File: src/rtl/hook_line_renderer.sv
// hook_line_renderer: fishing line + hook sprite, positions divided by SCALE once per frame.
// Optional HOOK_BLINK_EN blinks the hook while a fish is caught.
module hook_line_renderer #(
    parameter int          POS_W        = 14,
    parameter int          CNT_W        = 10,
    parameter int          SCALE        = 10,
    parameter int          V_ACTIVE     = 480,
    parameter int          LINE_X       = 258,
    parameter int          LINE_TOP     = 72,
    parameter int          HOOK_W       = 7,
    parameter int          HOOK_H       = 10,
    parameter logic [11:0] LINE_COLOR   = 12'hfff,
    parameter logic [11:0] HOOK_COLOR   = 12'hfff,
    parameter int          BLINK_FRAMES = 16
) (
    input  logic             clk,
    input  logic             rst_n,
    input  logic [POS_W-1:0] h_position,
    input  logic [POS_W-1:0] v_position,
    input  logic             valid,
    input  logic [CNT_W-1:0] h_cnt,
    input  logic [CNT_W-1:0] v_cnt,
    input  logic             caught,
    output logic             pos_busy,
    output logic             background,
    output logic [11:0]      vga
);
    localparam int C_W = $clog2(POS_W);
    localparam logic [CNT_W-1:0] LX = CNT_W'(LINE_X);
    localparam logic [CNT_W-1:0] LT = CNT_W'(LINE_TOP);
    localparam logic [CNT_W-1:0] VA = CNT_W'(V_ACTIVE);
    localparam logic signed [CNT_W:0] HWS = (CNT_W+1)'(HOOK_W);
    localparam logic signed [CNT_W:0] HH1 = (CNT_W+1)'(HOOK_H - 1);
    localparam logic signed [CNT_W:0] ONE = (CNT_W+1)'(1);
    typedef enum logic {IDLE, DIV} state_t;
    state_t           state;
    logic             match, match_q, tick, pos_ok;
    logic [C_W-1:0]   cnt;
    logic [POS_W-1:0] qx, qy, rx, ry;
    logic [CNT_W-1:0] x_disp, y_disp;
    logic [2*POS_W-1:0] sx, sy;
    // one restoring step: quotient bits shift in at the bottom of the dividend register
    function automatic logic [2*POS_W-1:0] step(input logic [POS_W-1:0] r, input logic [POS_W-1:0] q);
        logic [POS_W:0] t;
        t = {r, q[POS_W-1]};
        step = (t >= (POS_W+1)'(SCALE)) ? {POS_W'(t - (POS_W+1)'(SCALE)), q[POS_W-2:0], 1'b1}
                                         : {t[POS_W-1:0], q[POS_W-2:0], 1'b0};
    endfunction
    assign match = (h_cnt == '0) && (v_cnt == VA);
    assign tick  = match && !match_q;
    assign sx    = step(rx, qx);
    assign sy    = step(ry, qy);
    always_ff @(posedge clk or negedge rst_n) begin
        if (!rst_n) begin
            state    <= IDLE;
            pos_busy <= 1'b0;
            pos_ok   <= 1'b0;
            match_q  <= 1'b0;
            x_disp   <= '0;
            y_disp   <= '0;
            cnt      <= '0;
            qx       <= '0;
            qy       <= '0;
            rx       <= '0;
            ry       <= '0;
        end else begin
            match_q <= match;
            if (state == IDLE) begin
                if (tick) begin
                    state    <= DIV;
                    pos_busy <= 1'b1;
                    qx       <= h_position;
                    qy       <= v_position;
                    rx       <= '0;
                    ry       <= '0;
                    cnt      <= '0;
                end
            end else begin
                {rx, qx} <= sx;
                {ry, qy} <= sy;
                cnt      <= cnt + 1'b1;
                if (cnt == C_W'(POS_W - 1)) begin
                    state    <= IDLE;
                    pos_busy <= 1'b0;
                    pos_ok   <= 1'b1;
                    x_disp   <= sx[CNT_W-1:0];
                    y_disp   <= sy[CNT_W-1:0];
                end
            end
        end
    end
    logic signed [CNT_W:0] dh, dv, lim;
    logic line_hit, hook_hit, show, valid_d, line_d, hook_d;
    assign dh  = $signed({1'b0, h_cnt}) - $signed({1'b0, x_disp});
    assign dv  = $signed({1'b0, v_cnt}) - $signed({1'b0, y_disp});
    assign lim = HH1 - ((dh + ONE) >>> 1);
    assign line_hit = (h_cnt == LX) && (v_cnt >= LT) && (v_cnt <= y_disp);
    assign hook_hit = !dh[CNT_W] && (dh < HWS) && (dv >= dh) && (dv <= lim);
`ifdef HOOK_BLINK_EN
    localparam int B_W = $clog2(BLINK_FRAMES + 1);
    logic [B_W-1:0] frames;
    logic           phase;
    assign show = !(caught && phase);
    always_ff @(posedge clk or negedge rst_n) begin
        if (!rst_n) begin
            frames <= '0;
            phase  <= 1'b0;
        end else if (!caught) begin
            frames <= '0;
            phase  <= 1'b0;
        end else if (tick) begin
            frames <= (frames == B_W'(BLINK_FRAMES - 1)) ? '0 : frames + 1'b1;
            phase  <= (frames == B_W'(BLINK_FRAMES - 1)) ? !phase : phase;
        end
    end
`else
    logic unused_caught;
    assign unused_caught = caught;
    assign show = 1'b1;
`endif
    always_ff @(posedge clk or negedge rst_n) begin
        if (!rst_n) begin
            valid_d    <= 1'b0;
            line_d     <= 1'b0;
            hook_d     <= 1'b0;
            vga        <= '0;
            background <= 1'b1;
        end else begin
            valid_d    <= valid;
            line_d     <= line_hit;
            hook_d     <= hook_hit && show;
            vga        <= (!valid_d || !pos_ok) ? 12'h000 : line_d ? LINE_COLOR : hook_d ? HOOK_COLOR : 12'h000;
            background <= !valid_d || !pos_ok || !(line_d || hook_d);
        end
    end
endmodule
File: config.mk
export PLATFORM = sky130hd
export DESIGN_NAME = hook_line_renderer
export DESIGN_NICKNAME = d
export VERILOG_FILES = /design/src/rtl/hook_line_renderer.sv
export SDC_FILE = /design/constraint.sdc
export NUM_CORES = 1
export LEC_CHECK = 0
export BUFFER_PORTS_ARGS = -buffer_cell sky130_fd_sc_hd__buf_2
export CAP_MARGIN = 20
export CORE_MARGIN = 2
export CORE_UTILIZATION = 55
export DETAILED_ROUTE_END_ITERATION = 7
export HOLD_SLACK_MARGIN = 0.15
export PLACE_DENSITY = 0.75
export SKIP_CTS_REPAIR_TIMING = 1
export SLEW_MARGIN = 20
export SYNTH_ARGS = -nofsm -noshare
export SYNTH_HDL_FRONTEND = slang
export SYNTH_SLANG_ARGS = --single-unit
File: constraint.sdc
create_clock -name clk -period 6.4 [get_ports clk]
set_input_delay 1.28 -clock clk [delete_from_list [all_inputs] [get_ports clk]]
set_output_delay 1.28 -clock clk [all_outputs]
set_load 0.05 [all_outputs]
==> results.yml, run 1 <==
status:
  status: "complete, no violations"
sta:
  worst_pin_slew_ns: 0.960
  slew_headroom_pct: 36.0
  final_hold_viol_count: 0
  fmaxAchievable_mhz: 203
  setup_viol_count_final: 0
  skew_ns: 0.0102
  rsz0062_at_grt: "no"
  period_share_pct: 76.8
  timing.final.crit_period_ns: 4.92
  tns_ns: 0
  finalMaxSlewViolations: 0
placement:
  dpl.hpwl_um: 9320
  dpl_cell_area_um2: 6460
  port-buffer-count: 64
  dpl.cell_count: 833
  globalplace.congestion: 0.927
finish:
  diodes: 0
  final_area_um2: 6690
  final_core_util_pct: 61.4
  fillers: 924
  final_layout_size_suffix_gt1_share_pct: 16.4
  stdcell_count: 849
  fin_nets: 806
  area_growth_pct: 8.75
pwr:
  vdd_drop_max_uv: 127
  finalPower_uw: 1190
  internal-power_uw: 878
  p_sw_uw: 314
  power.share.clock_pct: 35.7
  power_frac_seq_pct: 47.2
  power_leakage_uw: 0.00283
  combPwrFrac_pct: 17.0
  switching_share_pct: 26.4
  powerDensity_nw_per_um2: 178
detailed_routing:
  wl_per_cell_um: 14.5
  wl_met3_um: 585
  vias: 4832
  drt.antenna.violating_nets: 0
  drt_wl_total_um: 12300
  vias_per_cell: 5.69
  highest_layer: "met4"
  route.detailed.drc: 0
  wl_met2_um: 5650
  wl_met1_um: 5810
  drtIter0Drc: 237
  drt_first_pass_iters: 5
yosys:
  syn_nets: 761
  syn_area_per_cell_um2: 9.33
  yosysTopAreaCell: "dfrtp_1"
  synth.lib_cells_used.distinct: 73
  yosys-top-cells-count: "nand2_1 (92), dfrtp_1 (88), ha_1 (48)"
  yosysWarningCount: 0
  ys_seq_elements: 89
  yosysSeqAreaShare_pct: 36.3
  synth_area_leaders: "dfrtp_1 (36%), ha_1 (9.8%), nand2_1 (5.6%), mux2i_1 (5.5%), xnor2_1 (4.7%)"
  synth_edf_count: 0
  async_flop_share_pct: 100
  netlist_instances: 659
  synth_top_area_share_pct: 35.8
  synth_ff_type: "dfrtp_1"
  synth.most_common_cell: "nand2_1"
  syn_area_um2: 6150
floorplan:
  rows: 38
  initial_core_util_pct: 56.5
  num_io_pins: 66
  core_um2: 10900
  die_w_um: 110
  die_h_um: 110
  design.die.area_um2: 12000
critical_path:
  r2r-start: "x_disp[0]"
  reg2reg_depth: 17
  crit_fanout: 7
  arrival_ns: 5.17
  cp-start-kind: "input pin"
  end_kind: "flip-flop"
  worstPathRequired_ns: 6.66
  reg2reg_slack_ns: 2.23
  critPathCapture: "hook_d"
  rr_endpoint: "hook_d"
  critPathKind: "in -> reg"
  startpoint: "h_cnt[0]"
clock_tree:
  clockRootBuffer: "clkbuf_8"
  cts.path.max_buffers: 2
  cts.sinks: 89
  numCtsBuffers: 9
  cts_tree: "built"
  clkTransAtPathRegs_ns: 0.09
  htree_levels: 3
  insertion_delay_ns: 0.36
grt:
  grt_pass1_wl_um: 21600
  antenna_found_initial: 0
  grt_pass1_vias: 4711
  overflow: 0
  track_usage_pct: 22.7
  grt_max_degree: 99
worst_hold_path:
  hp-class: "reg -> reg"
run:
  maxCapViolCount: 0
==> area by class of cell <==
type | instances | area [um^2] | share of cell area [%]
inverter | 47 | 176 | 2.64
clock inverter | 5 | 78.8 | 1.18
timing repair buffer | 67 | 345 | 5.17
sequential | 89 | 2230 | 33.4
multi-input combinational | 490 | 3540 | 52.9
clock buffer | 11 | 141 | 2.11
tap | 140 | 175 | 2.62
==> cells by family (layout without fill, tap and decap cells) <==
kind of cell               after synthesis  in the layout  synth area share (%)
DFF                                     89             89                  36.3
xor gates and xnor gates                43             43                  6.68
AOI/OAI and AO/OA                      167            167                  18.1
buffers and inverters                   80            130                  6.19
and+or+nand+nor                        196            196                  16.8
adders and majority gates               50             50                  10.4
muxes                                   34             34                  5.54
==> critical path, stage by stage <==
cell and delay, ns:
buf_2 0.12, inv_1 0.05, ha_1 0.16, inv_1 0.05
fa_1 0.41, a211o_1 0.34, a2111o_1 0.39, o211ai_2 0.19
nor2_1 0.12, nand4_1 0.17, a21boi_2 0.09, a21bo_1 0.20
a221o_1 0.29, ha_1 0.31, and3_1 0.16, nand3_1 0.10
o32ai_1 0.31, a31oi_1 0.09, a2111oi_2 0.33
==> per-layer routing <==
metal,global-route usage [%],vias to the layer above
met5,0,-
met4,7.41,0
met3,5.10,20
met2,36.4,114
met1,30.7,2282
li1,-,2416
==> worst min path at each step <==
stage	slack, ns	to	start	cells past startpoint
4_1_cts	0.46	background	valid_d	1
5_1_grt	0.49	background	valid_d	1
3_3_place_gp	0.44	background	valid_d	1
2_1_floorplan	0.41	background	valid_d	1
6_report	0.45	background	valid_d	1
3_5_place_dp	0.44	background	valid_d	1
==> per-stage QoR <==
step,hold slack (ns),worst slack [ns]
final,0.454,1.48
after global routing,0.492,1.23
after CTS,0.457,1.53
after detailed placement,0.444,1.15
after global placement,0.439,1.22
after floorplan,0.406,1.61
==> state kept, by name, summed over array words and instances, names as in the netlist, 4 cells and up <==
| register | flops |
|---|---|
| qx | 14 |
| y_disp | 10 |
| x_disp | 10 |
| ry | 14 |
| cnt | 4 |
| qy | 14 |
| rx | 14 |
==> power by group through the flow <==
stage	Sequential [uW]	Clock (uW)	Combinational, uW
floorplan	574	0	140
global placement	574	0	196
detailed placement	575	0	202
CTS	563	436	204
global route	564	458	231
finish	563	426	203
==> layout by cell type, fill, tap and decap left out, types with 25 or more instances in the layout <==
cell type | synthesis | final
nand2_1 | 92 | 92
ha_1 | 48 | 48
inv_1 | 44 | 44
buf_2 | 1 | 63
a21oi_1 | 25 | 25
o21ai_1 | 25 | 25
mux2i_1 | 34 | 34
o21ai_0 | 43 | 43
dfrtp_1 | 88 | 87
xnor2_1 | 33 | 33
No activity file was read; power rests on OpenSTA's default activity.
==> run 2: changes to the inputs <==
Settings changed: CORE_UTILIZATION 55 to 54, PLACE_DENSITY 0.75 to 0.77.
Clock period 6.4 ns to 4 ns, I/O delays scaled along.
==> results.yml, run 2 (same netlist as run 1, synthesis figures left out) <==
critical_path:
  end_kind: "flip-flop"
  cpLargestDelayFamily: "compound AO/OA/AOI/OAI gates"
  crit_fanout: 8
  arrival_ns: 4.31
  cp.depth: 20
  cpPeakStageDelay_ns: 0.33
  cp-start-kind: "input pin"
  critPathCapture: "hook_d"
  rr_endpoint: "hook_d"
  reg2reg_depth: 18
  worstPathRequired_ns: 4.24
  startpoint: "h_cnt[0]"
  reg2reg_slack_ns: 0.10
  cp_cell_sequence: "buf_12 -> inv_12 -> ha_4 -> inv_2 -> fa_2 -> a211o_1 -> o21a_2 -> xnor2_4 -> and3_1 -> buf_4 -> nand4_1 -> buf_4 -> a21oi_4 -> a31oi_1 -> xor2_1 -> ha_1 -> nand3_2 -> o32ai_2 -> a31oi_1 -> a2111oi_2"
  r2r-start: "x_disp[0]"
  crit_buf_inv: 5
  critPathKind: "in -> reg"
  slowest_stage: "fa_2"
detailed_routing:
  drt_first_pass_iters: 5
  route.detailed.drc: 0
  vias: 5093
  wl_per_cell_um: 15.3
  drt_wl_total_um: 13800
  drtIter0Drc: 308
  vias_per_cell: 5.63
  drt.antenna.violating_nets: 0
worst_hold_path:
  hp-class: "reg -> reg"
sta:
  tns_ns: -0.0695
  finalMaxSlewViolations: 0
  timing.final.crit_period_ns: 4.07
  skew_ns: 0.00688
  worst_pin_slew_ns: 0.940
  setup_viol_count_final: 1
  fmaxAchievable_mhz: 246
  final_hold_viol_count: 0
  slew_headroom_pct: 37.4
  rsz0062_at_grt: "yes"
  period_share_pct: 102
  fin_ws_ns: -0.0695
pwr:
  vdd_drop_max_uv: 324
  power_leakage_uw: 0.00315
  powerDensity_nw_per_um2: 298
placement:
  port-buffer-count: 64
  globalplace.congestion: 0.969
  dpl.hpwl_um: 10300
  pre_cts_ws_ns: -0.512
grt:
  grt_pass1_wl_um: 23600
  grt_pass1_vias: 5091
  overflow: 0
  track_usage_pct: 23.4
  grt_max_degree: 99
  antenna_found_initial: 0
run:
  maxCapViolCount: 0
finish:
  final_common_cell: "nand2_1"
  final_layout_size_suffix_gt1_share_pct: 24.1
  fin_nets: 862
  layout_common_cells: "nand2_1 (92), dfrtp_1 (87), buf_2 (62)"
  final_core_util_pct: 66.4
  area_growth_pct: 18.7
  diodes: 0
status:
  status: "complete, but fails checks"
  violations: "negative setup slack"
floorplan:
  initial_core_util_pct: 56.0
  rows: 38
  num_io_pins: 66
  die_w_um: 111
  die_h_um: 111
  design.die.area_um2: 12300
  core_um2: 11000
clock_tree:
  numCtsBuffers: 9
  cts.path.max_buffers: 2
  htree_levels: 3
  insertion_delay_ns: 0.35
  cts.sinks: 89
  clockRootBuffer: "clkbuf_16"
  clkTransAtPathRegs_ns: 0.06
  cts_tree: "built"
[run 2: how the worst min path moves through the flow]
stage / start / cells past startpoint / slack, ns / end
after CTS: line_d / 1 / 0.45 / background
after global routing: line_d / 1 / 0.47 / background
after global placement: valid_d / 1 / 0.43 / background
final: valid_d / 1 / 0.44 / background
after floorplan: valid_d / 1 / 0.41 / background
after detailed placement: line_d / 1 / 0.44 / background
[run 2: worst register-to-register path, stage by stage, from the launching register on]
cell and delay (ns):
dfrtp_1 0.40, ha_4 0.15, inv_2 0.03, fa_2 0.33, a211o_1 0.31, o21a_2 0.17, xnor2_4 0.27, and3_1 0.24
buf_4 0.13, nand4_1 0.13, buf_4 0.18, a21oi_4 0.17, a31oi_1 0.12, xor2_1 0.16, ha_1 0.31, nand3_2 0.10
o32ai_2 0.20, a31oi_1 0.07, a2111oi_2 0.30
[run 2: cell type report]
| type | instances | area, um^2 |
|---|---|---|
| flip-flops and latches | 89 | 2230 |
| clock buffers | 10 | 239 |
| fillers | 861 | 3690 |
| well taps | 140 | 175 |
| multi-input cells | 490 | 3600 |
| clock inverters | 6 | 65.1 |
| inverters | 47 | 189 |
| repair buffers | 123 | 797 |
[run 2: metrics by stage]
stage          hold WS (ns)  std cells  total power (uW)  instance area (um^2)
5_1_grt               0.468        905              2280                  7300
3_3_place_gp          0.430        885              1290                  6910
2_1_floorplan         0.406        659              1150                  6190
4_1_cts               0.453        901              2180                  7210
6_report              0.444        905              2170                  7300
3_5_place_dp          0.444        885              1310                  6910
[run 2: report_power, final]
group          total [uW]  internal [uW]  switching [uW]
Sequential            902            901           0.989
Combinational         411            193             218
Clock                 858            502             356
Total                2170           1600             575
[run 2: routing by layer]
| metal | track usage (%) | wire length (um) |
|---|---|---|
| met5 | 0 | 0 |
| met2 | 40.2 | 6880 |
| met1 | 28.4 | 6030 |
| met4 | 9.83 | 409 |
| met3 | 5.19 | 528 |
